==> config.mk <==
export PLATFORM = sky130hd
export DESIGN_NAME = pin_entry_verifier_flat
export DESIGN_NICKNAME = d
export VERILOG_FILES = /design/src/rtl/pin_entry_pkg.sv /design/src/rtl/pin_entry_verifier_if.sv /design/src/rtl/pin_timeout_timer.sv /design/src/rtl/pin_entry_verifier.sv /design/src/flat_wrapper.sv
export SDC_FILE = /design/constraint.sdc
export NUM_CORES = 1
export LEC_CHECK = 0
export CAP_MARGIN = 40
export CORE_UTILIZATION = 59
export CTS_CLUSTER_SIZE = 28
export DETAILED_ROUTE_END_ITERATION = 16
export GPL_TIMING_DRIVEN = 0
export PLACE_DENSITY = 0.93
export SLEW_MARGIN = 20
export SYNTH_ARGS = -nofsm -noshare
export SYNTH_HDL_FRONTEND = slang
export SYNTH_SLANG_ARGS = --single-unit
==> constraint.sdc <==
create_clock -name clk -period 4.9 [get_ports clk]
set_input_delay 1.225 -clock clk [delete_from_list [all_inputs] [get_ports clk]]
set_output_delay 1.225 -clock clk [all_outputs]
set_load 0.02 [all_outputs]
==> src/rtl/pin_entry_pkg.sv <==
// Shared types and constants for the keypad PIN entry verifier.
package pin_entry_pkg;

  localparam int DIGIT_W = 4;

  localparam logic [DIGIT_W-1:0] KEY_CLEAR = 4'hA;
  localparam logic [DIGIT_W-1:0] KEY_ENTER = 4'hB;

  typedef enum logic [2:0] {
    IDLE,
    COLLECT,
    CHECK,
    PASS,
    FAIL
  } state_e;

  // Keypad codes 0..9 are decimal digits.
  function automatic logic is_digit(input logic [DIGIT_W-1:0] code);
    return code <= 4'd9;
  endfunction

endpackage

==> src/rtl/pin_entry_verifier_if.sv <==
// Controller/keypad-facing signal bundle of the PIN entry verifier.
interface pin_entry_verifier_if
  import pin_entry_pkg::*;
#(
  parameter int PIN_DIGITS = 4
);

  localparam int CNT_W = $clog2(PIN_DIGITS + 1);

  logic                          pin_process_init;
  logic                          process_abort;
  logic [DIGIT_W*PIN_DIGITS-1:0] ref_pin;
  logic                          key_valid;
  logic [DIGIT_W-1:0]            key_code;
  logic                          pin_success;
  logic                          pin_fail;
  logic                          timed_out;
  logic                          busy;
  logic [CNT_W-1:0]              digit_count;

  // Controller / keypad side.
  modport master (
    output pin_process_init, process_abort, ref_pin, key_valid, key_code,
    input  pin_success, pin_fail, timed_out, busy, digit_count
  );

  // Verifier side.
  modport slave (
    input  pin_process_init, process_abort, ref_pin, key_valid, key_code,
    output pin_success, pin_fail, timed_out, busy, digit_count
  );

endinterface

==> src/rtl/pin_timeout_timer.sv <==
// Saturating inter-key idle timer; expired is a level at the last count.
module pin_timeout_timer #(
  parameter int TIMEOUT_CYCLES = 1000
) (
  input  logic clk,
  input  logic reset,
  input  logic clear,
  input  logic enable,
  output logic expired
);

  localparam int W = (TIMEOUT_CYCLES > 1) ? $clog2(TIMEOUT_CYCLES) : 1;
  localparam logic [W-1:0] LAST = W'(TIMEOUT_CYCLES - 1);

  logic [W-1:0] count_q, count_d;

  // Next count: clear wins, otherwise count up and hold at the last value.
  always_comb begin
    count_d = count_q;
    if (clear) begin
      count_d = '0;
    end else if (enable && (count_q != LAST)) begin
      count_d = count_q + 1'b1;
    end
  end

  // Count register.
  always_ff @(posedge clk) begin
    if (reset) count_q <= '0;
    else       count_q <= count_d;
  end

  assign expired = (count_q == LAST);

endmodule

==> src/rtl/pin_entry_verifier.sv <==
// Collects keypad digits for one PIN attempt and reports pass/fail.
//
// state   | meaning
// --------+---------------------------------------------------------
// IDLE    | waiting for pin_process_init; buffer/ref/count held at 0
// COLLECT | accepting digit/clear/enter keys, idle timer running
// CHECK   | one cycle: compare entry against latched reference
// PASS    | one-cycle pin_success pulse
// FAIL    | one-cycle pin_fail pulse (timed_out if cause was timeout)
module pin_entry_verifier
  import pin_entry_pkg::*;
#(
  parameter int PIN_DIGITS     = 4,
  parameter int TIMEOUT_CYCLES = 1000
) (
  input logic                 clk,
  input logic                 reset,
  pin_entry_verifier_if.slave bus
);

  localparam int CNT_W = $clog2(PIN_DIGITS + 1);
  localparam int BUF_W = DIGIT_W * PIN_DIGITS;
  localparam logic [CNT_W-1:0] FULL = CNT_W'(PIN_DIGITS);

  state_e             state_q, state_d;
  logic [BUF_W-1:0]   buf_q, buf_d;
  logic [BUF_W-1:0]   ref_q, ref_d;
  logic [CNT_W-1:0]   count_q, count_d;
  logic               timeout_q, timeout_d;
  logic               short_q, short_d;

  logic               key_accept;
  logic               timer_clear;
  logic               timer_en;
  logic               timer_expired;

  pin_timeout_timer #(
    .TIMEOUT_CYCLES(TIMEOUT_CYCLES)
  ) u_timer (
    .clk    (clk),
    .reset  (reset),
    .clear  (timer_clear),
    .enable (timer_en),
    .expired(timer_expired)
  );

  // Next-state, entry buffer and timer control.
  always_comb begin
    state_d     = state_q;
    buf_d       = buf_q;
    ref_d       = ref_q;
    count_d     = count_q;
    timeout_d   = timeout_q;
    short_d     = short_q;
    timer_clear = 1'b1;
    timer_en    = 1'b0;
    // Codes 0xC-0xF are not "accepted": they neither act nor restart the timer.
    key_accept  = bus.key_valid && (bus.key_code <= KEY_ENTER);

    case (state_q)
      IDLE: begin
        if (bus.pin_process_init && !bus.process_abort) begin
          state_d = COLLECT;
          ref_d   = bus.ref_pin;
          buf_d   = '0;
          count_d = '0;
        end
      end
      COLLECT: begin
        timer_clear = 1'b0;
        timer_en    = 1'b1;
        if (bus.process_abort) begin
          state_d = IDLE;
        end else if (key_accept) begin
          timer_clear = 1'b1;
          if (is_digit(bus.key_code)) begin
            if (count_q < FULL) begin
              buf_d[DIGIT_W*int'(count_q) +: DIGIT_W] = bus.key_code;
              count_d = count_q + 1'b1;
            end
          end else if (bus.key_code == KEY_CLEAR) begin
            buf_d   = '0;
            count_d = '0;
          end else begin
            state_d = CHECK;
            short_d = (count_q != FULL);
          end
        end else if (timer_expired) begin
          state_d   = FAIL;
          timeout_d = 1'b1;
        end
      end
      CHECK: begin
        if (bus.process_abort)                state_d = IDLE;
        else if (!short_q && buf_q == ref_q)  state_d = PASS;
        else                                  state_d = FAIL;
      end
      PASS, FAIL: begin
        state_d = IDLE;
      end
      default: begin
        state_d = IDLE;
      end
    endcase

    // Leave no PIN residue behind once the attempt ends.
    if (state_d == IDLE) begin
      buf_d     = '0;
      ref_d     = '0;
      count_d   = '0;
      timeout_d = 1'b0;
      short_d   = 1'b0;
    end
  end

  // State and datapath registers.
  always_ff @(posedge clk) begin
    if (reset) begin
      state_q   <= IDLE;
      buf_q     <= '0;
      ref_q     <= '0;
      count_q   <= '0;
      timeout_q <= 1'b0;
      short_q   <= 1'b0;
    end else begin
      state_q   <= state_d;
      buf_q     <= buf_d;
      ref_q     <= ref_d;
      count_q   <= count_d;
      timeout_q <= timeout_d;
      short_q   <= short_d;
    end
  end

  assign bus.pin_success = (state_q == PASS);
  assign bus.pin_fail    = (state_q == FAIL);
  assign bus.timed_out   = (state_q == FAIL) && timeout_q;
  assign bus.busy        = (state_q != IDLE);
  assign bus.digit_count = count_q;

endmodule
==> src/flat_wrapper.sv <==
// flat-port wrapper written by rule: the top's interface ports become plain ports
module pin_entry_verifier_flat import pin_entry_pkg::*;
#(
  parameter int PIN_DIGITS     = 4,
  parameter int TIMEOUT_CYCLES = 1000
)
  (clk, reset, bus_pin_process_init, bus_process_abort, bus_ref_pin, bus_key_valid, bus_key_code, bus_pin_success, bus_pin_fail, bus_timed_out, bus_busy, bus_digit_count);
  pin_entry_verifier_if #(.PIN_DIGITS(PIN_DIGITS)) bus_i ();
  input logic clk;
  input logic reset;
  input wire logic [$bits(bus_i.pin_process_init)-1:0] bus_pin_process_init;
  input wire logic [$bits(bus_i.process_abort)-1:0] bus_process_abort;
  input wire logic [$bits(bus_i.ref_pin)-1:0] bus_ref_pin;
  input wire logic [$bits(bus_i.key_valid)-1:0] bus_key_valid;
  input wire logic [$bits(bus_i.key_code)-1:0] bus_key_code;
  output wire logic [$bits(bus_i.pin_success)-1:0] bus_pin_success;
  output wire logic [$bits(bus_i.pin_fail)-1:0] bus_pin_fail;
  output wire logic [$bits(bus_i.timed_out)-1:0] bus_timed_out;
  output wire logic [$bits(bus_i.busy)-1:0] bus_busy;
  output wire logic [$bits(bus_i.digit_count)-1:0] bus_digit_count;
  assign bus_i.pin_process_init = bus_pin_process_init;
  assign bus_i.process_abort = bus_process_abort;
  assign bus_i.ref_pin = bus_ref_pin;
  assign bus_i.key_valid = bus_key_valid;
  assign bus_i.key_code = bus_key_code;
  assign bus_pin_success = bus_i.pin_success;
  assign bus_pin_fail = bus_i.pin_fail;
  assign bus_timed_out = bus_i.timed_out;
  assign bus_busy = bus_i.busy;
  assign bus_digit_count = bus_i.digit_count;
  pin_entry_verifier #(.PIN_DIGITS(PIN_DIGITS), .TIMEOUT_CYCLES(TIMEOUT_CYCLES)) u_core (.clk(clk), .reset(reset), .bus(bus_i));
endmodule
==> flow_summary.yaml <==
clock_tree:
  cts_hold_buffers: 0
  post-cts-setup-buffers: 0
  cts_max_path_buffers: 2
  cts_buffers: 5
  cts_num_sinks: 50
  cts_tree: "done"
  cts-root-buf: "clkbuf_8"
  ctsResizeCount: 0
  cts.reportedPaths.clkPinSlew_ns: 0.09
  insertion_delay_ns: 0.31
  htree_levels: 2
worst_setup_path:
  critical_path_class: "input pin to flop"
  worstPathCellList: "clkdlybuf4s50_1 -> or3_1 -> buf_2 -> or2_1 -> buf_6 -> a211oi_1 -> nor3_1 -> a22o_1"
  crit_slowest_cell: "clkdlybuf4s50_1"
  cp.arrival_ns: 3.41
  rr_startpoint: "u_core.bus.digit_count[0]"
  worstPathMaxFanout: 6
  cp-start-kind: "input pin"
  crit_start: "bus_process_abort"
  crit_path_end_kind: "flop"
  max_stage_delay_ns: 0.52
  cp.required_ns: 5.11
  r2r_setup_slack_ns: 2.32
yosys:
  synth_warnings: 0
  synth-seq-cells: 50
  synth_ff_type: "dfxtp_1"
  syn_area_mm2: 0.002529
  synth.lib_cells_used.distinct: 47
  avgSynthCellArea_um2: 8.429
  ys_seq_area_share_pct: 39.58
  synth_top_area_share_pct: 39.58
  synth_edf_count: 0
  yosysTopAreaCell: "dfxtp_1"
  async_flop_share_pct: 0
  netlist_instances: 300
  syn_nets: 333
  synth_area_leaders: "dfxtp_1, nand2_1, xnor2_1"
placement:
  numPortBuffers: 27
  preCtsSetupSlack_ns: 1.438
  hpwl_um: 4232
  place_congestion: 0.8777
run_status:
  status: "finished clean"
global_route:
  grt_pass1_vias: 2170
  grt_pass1_wl_um: 9673
  grt-ovfl-total: 0
  grt_max_degree: 16
  grtUsageTotal_pct: 29.06
  antenna_found_initial: 0
detailed_routing:
  route.detailed.drc: 0
  wirelength_um: 5918
  dr.pass1.iters: 5
  vias_per_cell: 5.984
  drt_iter0_markers: 207
  via_count: 2304
  avgRoutedWirePerCell_um: 15.37
  drtAntennaViolNets: 0
finish:
  nNetsFinal: 367
  syn2layout_area_growth_pct: 17.52
  diodes: 0
  drive_gt1_share_pct: 6.567
  n_fill_cell: 304
  layout_common_cells: "nand2_1, dfxtp_1, clkdlybuf4s50_1"
  final_common_cell: "nand2_1"
die:
  die_area_mm2: 0.004552
  fp.dieH_um: 67.47
  die_x_um: 67.47
  core_area_mm2: 0.004058
  io_pins: 32
  start_util_pct: 62.32
  num_rows: 23
timing:
  skew_ns: 0.005361
  fin_setup_tns_ns: 0
  setup_violations: 0
  final_max_slew_viol_count: 0
  timing.final.ws_setup_ns: 1.695
  fmax_mhz: 312.0
  finalCritPeriodShare_pct: 65.41
  tightest_slew_ns: 0.8626
  hold_violations: 0
  rsz0062_at_grt: "false"
  worst_slew_margin_rel_pct: 42.15
  period_minus_slack_ns: 3.205
power_and_ir_drop:
  power_density_mw_per_mm2: 265.9
  total_power_uw: 790.3
  ir_drop_mv: 0.1538
  p_leak_nw: 0.9834
worst_hold_path:
  hold_path.class: "flop to flop"
  hold_start: "u_core.ref_q[8]"
flow_run:
  drv_cap: 0
registers in the layout, summed over array words and instances (netlist names):
register	flops
u_core.state_q	3
u_core.short_q	1
u_core.bus.digit_count	3
u_core.timeout_q	1
u_core.buf_q	16
u_core.u_timer.count_q	10
u_core.ref_q	16
stage by stage:
stage	hold slack, ns	instances	instance area (µm²)	util, %
2_1_floorplan	0.4285	300	2529	-
3_3_place_gp	0.4498	377	2861	70.52
3_5_place_dp	0.4630	377	2861	70.52
4_1_cts	0.4753	385	2972	73.23
5_1_grt	0.4955	385	2972	73.23
6_report	0.4722	385	2972	73.23
cell type report:
type | instances | area, µm² | share of cell area (%)
multi-input cells | 230 | 1429 | 48.08
clock buffers | 6 | 72.57 | 2.442
clock inverters | 2 | 37.54 | 1.263
flip-flops and latches | 50 | 1001 | 33.68
plain buffers | 15 | 80.08 | 2.695
repair buffers | 27 | 270.3 | 9.095
inverters | 5 | 18.77 | 0.6316
well taps | 50 | 62.56 | 2.105
final timing paths:
check,endpoint,depth (start not counted)
worst min-delay path,u_core.ref_q[8],2
worst max register to register,u_core.buf_q[3],8
worst max-delay path,u_core.buf_q[3],8
worst min register to register,u_core.ref_q[8],2
synth_stat cells, types with 2 or more instances:
library cell and n:
nor2b_1 2, buf_2 4, or3b_1 2, a211oi_1 2
o21ai_1 3, clkbuf_1 7, or3_1 5, o31a_1 2
xor2_1 6, o21ai_0 10, a22o_1 4, and2_1 2
nor4b_1 3, a21oi_1 24, inv_1 5, and3_1 3
dfxtp_1 50, xnor2_1 18, nand3_1 11, nand2_1 62
a21boi_0 2, nor2_1 19, nor4_1 4, mux2i_1 8
o21a_1 2, nor3_1 5, nand4b_1 2, buf_6 2
nand4_1 6, ha_1 8
critical path, delay by kind of cell:
kind / cells / cell delay [ns]
buf+inv: 3 / 0.81
compound gates: 2 / 0.57
simple gates: 3 / 0.80
power breakdown:
part	internal (mW)	switching [mW]
logic	0.0374	0.0496
registers	0.409	0.00279
clock network	0.152	0.139
total	0.599	0.191
metal layers:
layer | part of all wire [%] | routed length [µm] | global-route usage, % | vias up
met5 | 0 | 0 | 0 | -
met4 | 2.9 | 173 | 10.11 | 0
met2 | 49 | 2872 | 51.11 | 99
met3 | 7.0 | 417 | 8.953 | 29
li1 | - | - | - | 1108
met1 | 41 | 2455 | 32.74 | 1068
kinds of logic (layout without fill, tap and decap cells):
group                      after synthesis  count (layout)  synth area share, %
buffers and inverters                   20              55                3.909
muxes                                    8               8                3.167
AOI/OAI and AO/OA                       57              57                15.19
DFF                                     50              50                39.58
adders and majority gates                8               8                3.959
xor gates and xnor gates                24              24                8.313
and+or+nand+nor                        133             133                25.88
No activity file was read; power rests on OpenSTA's default activity.
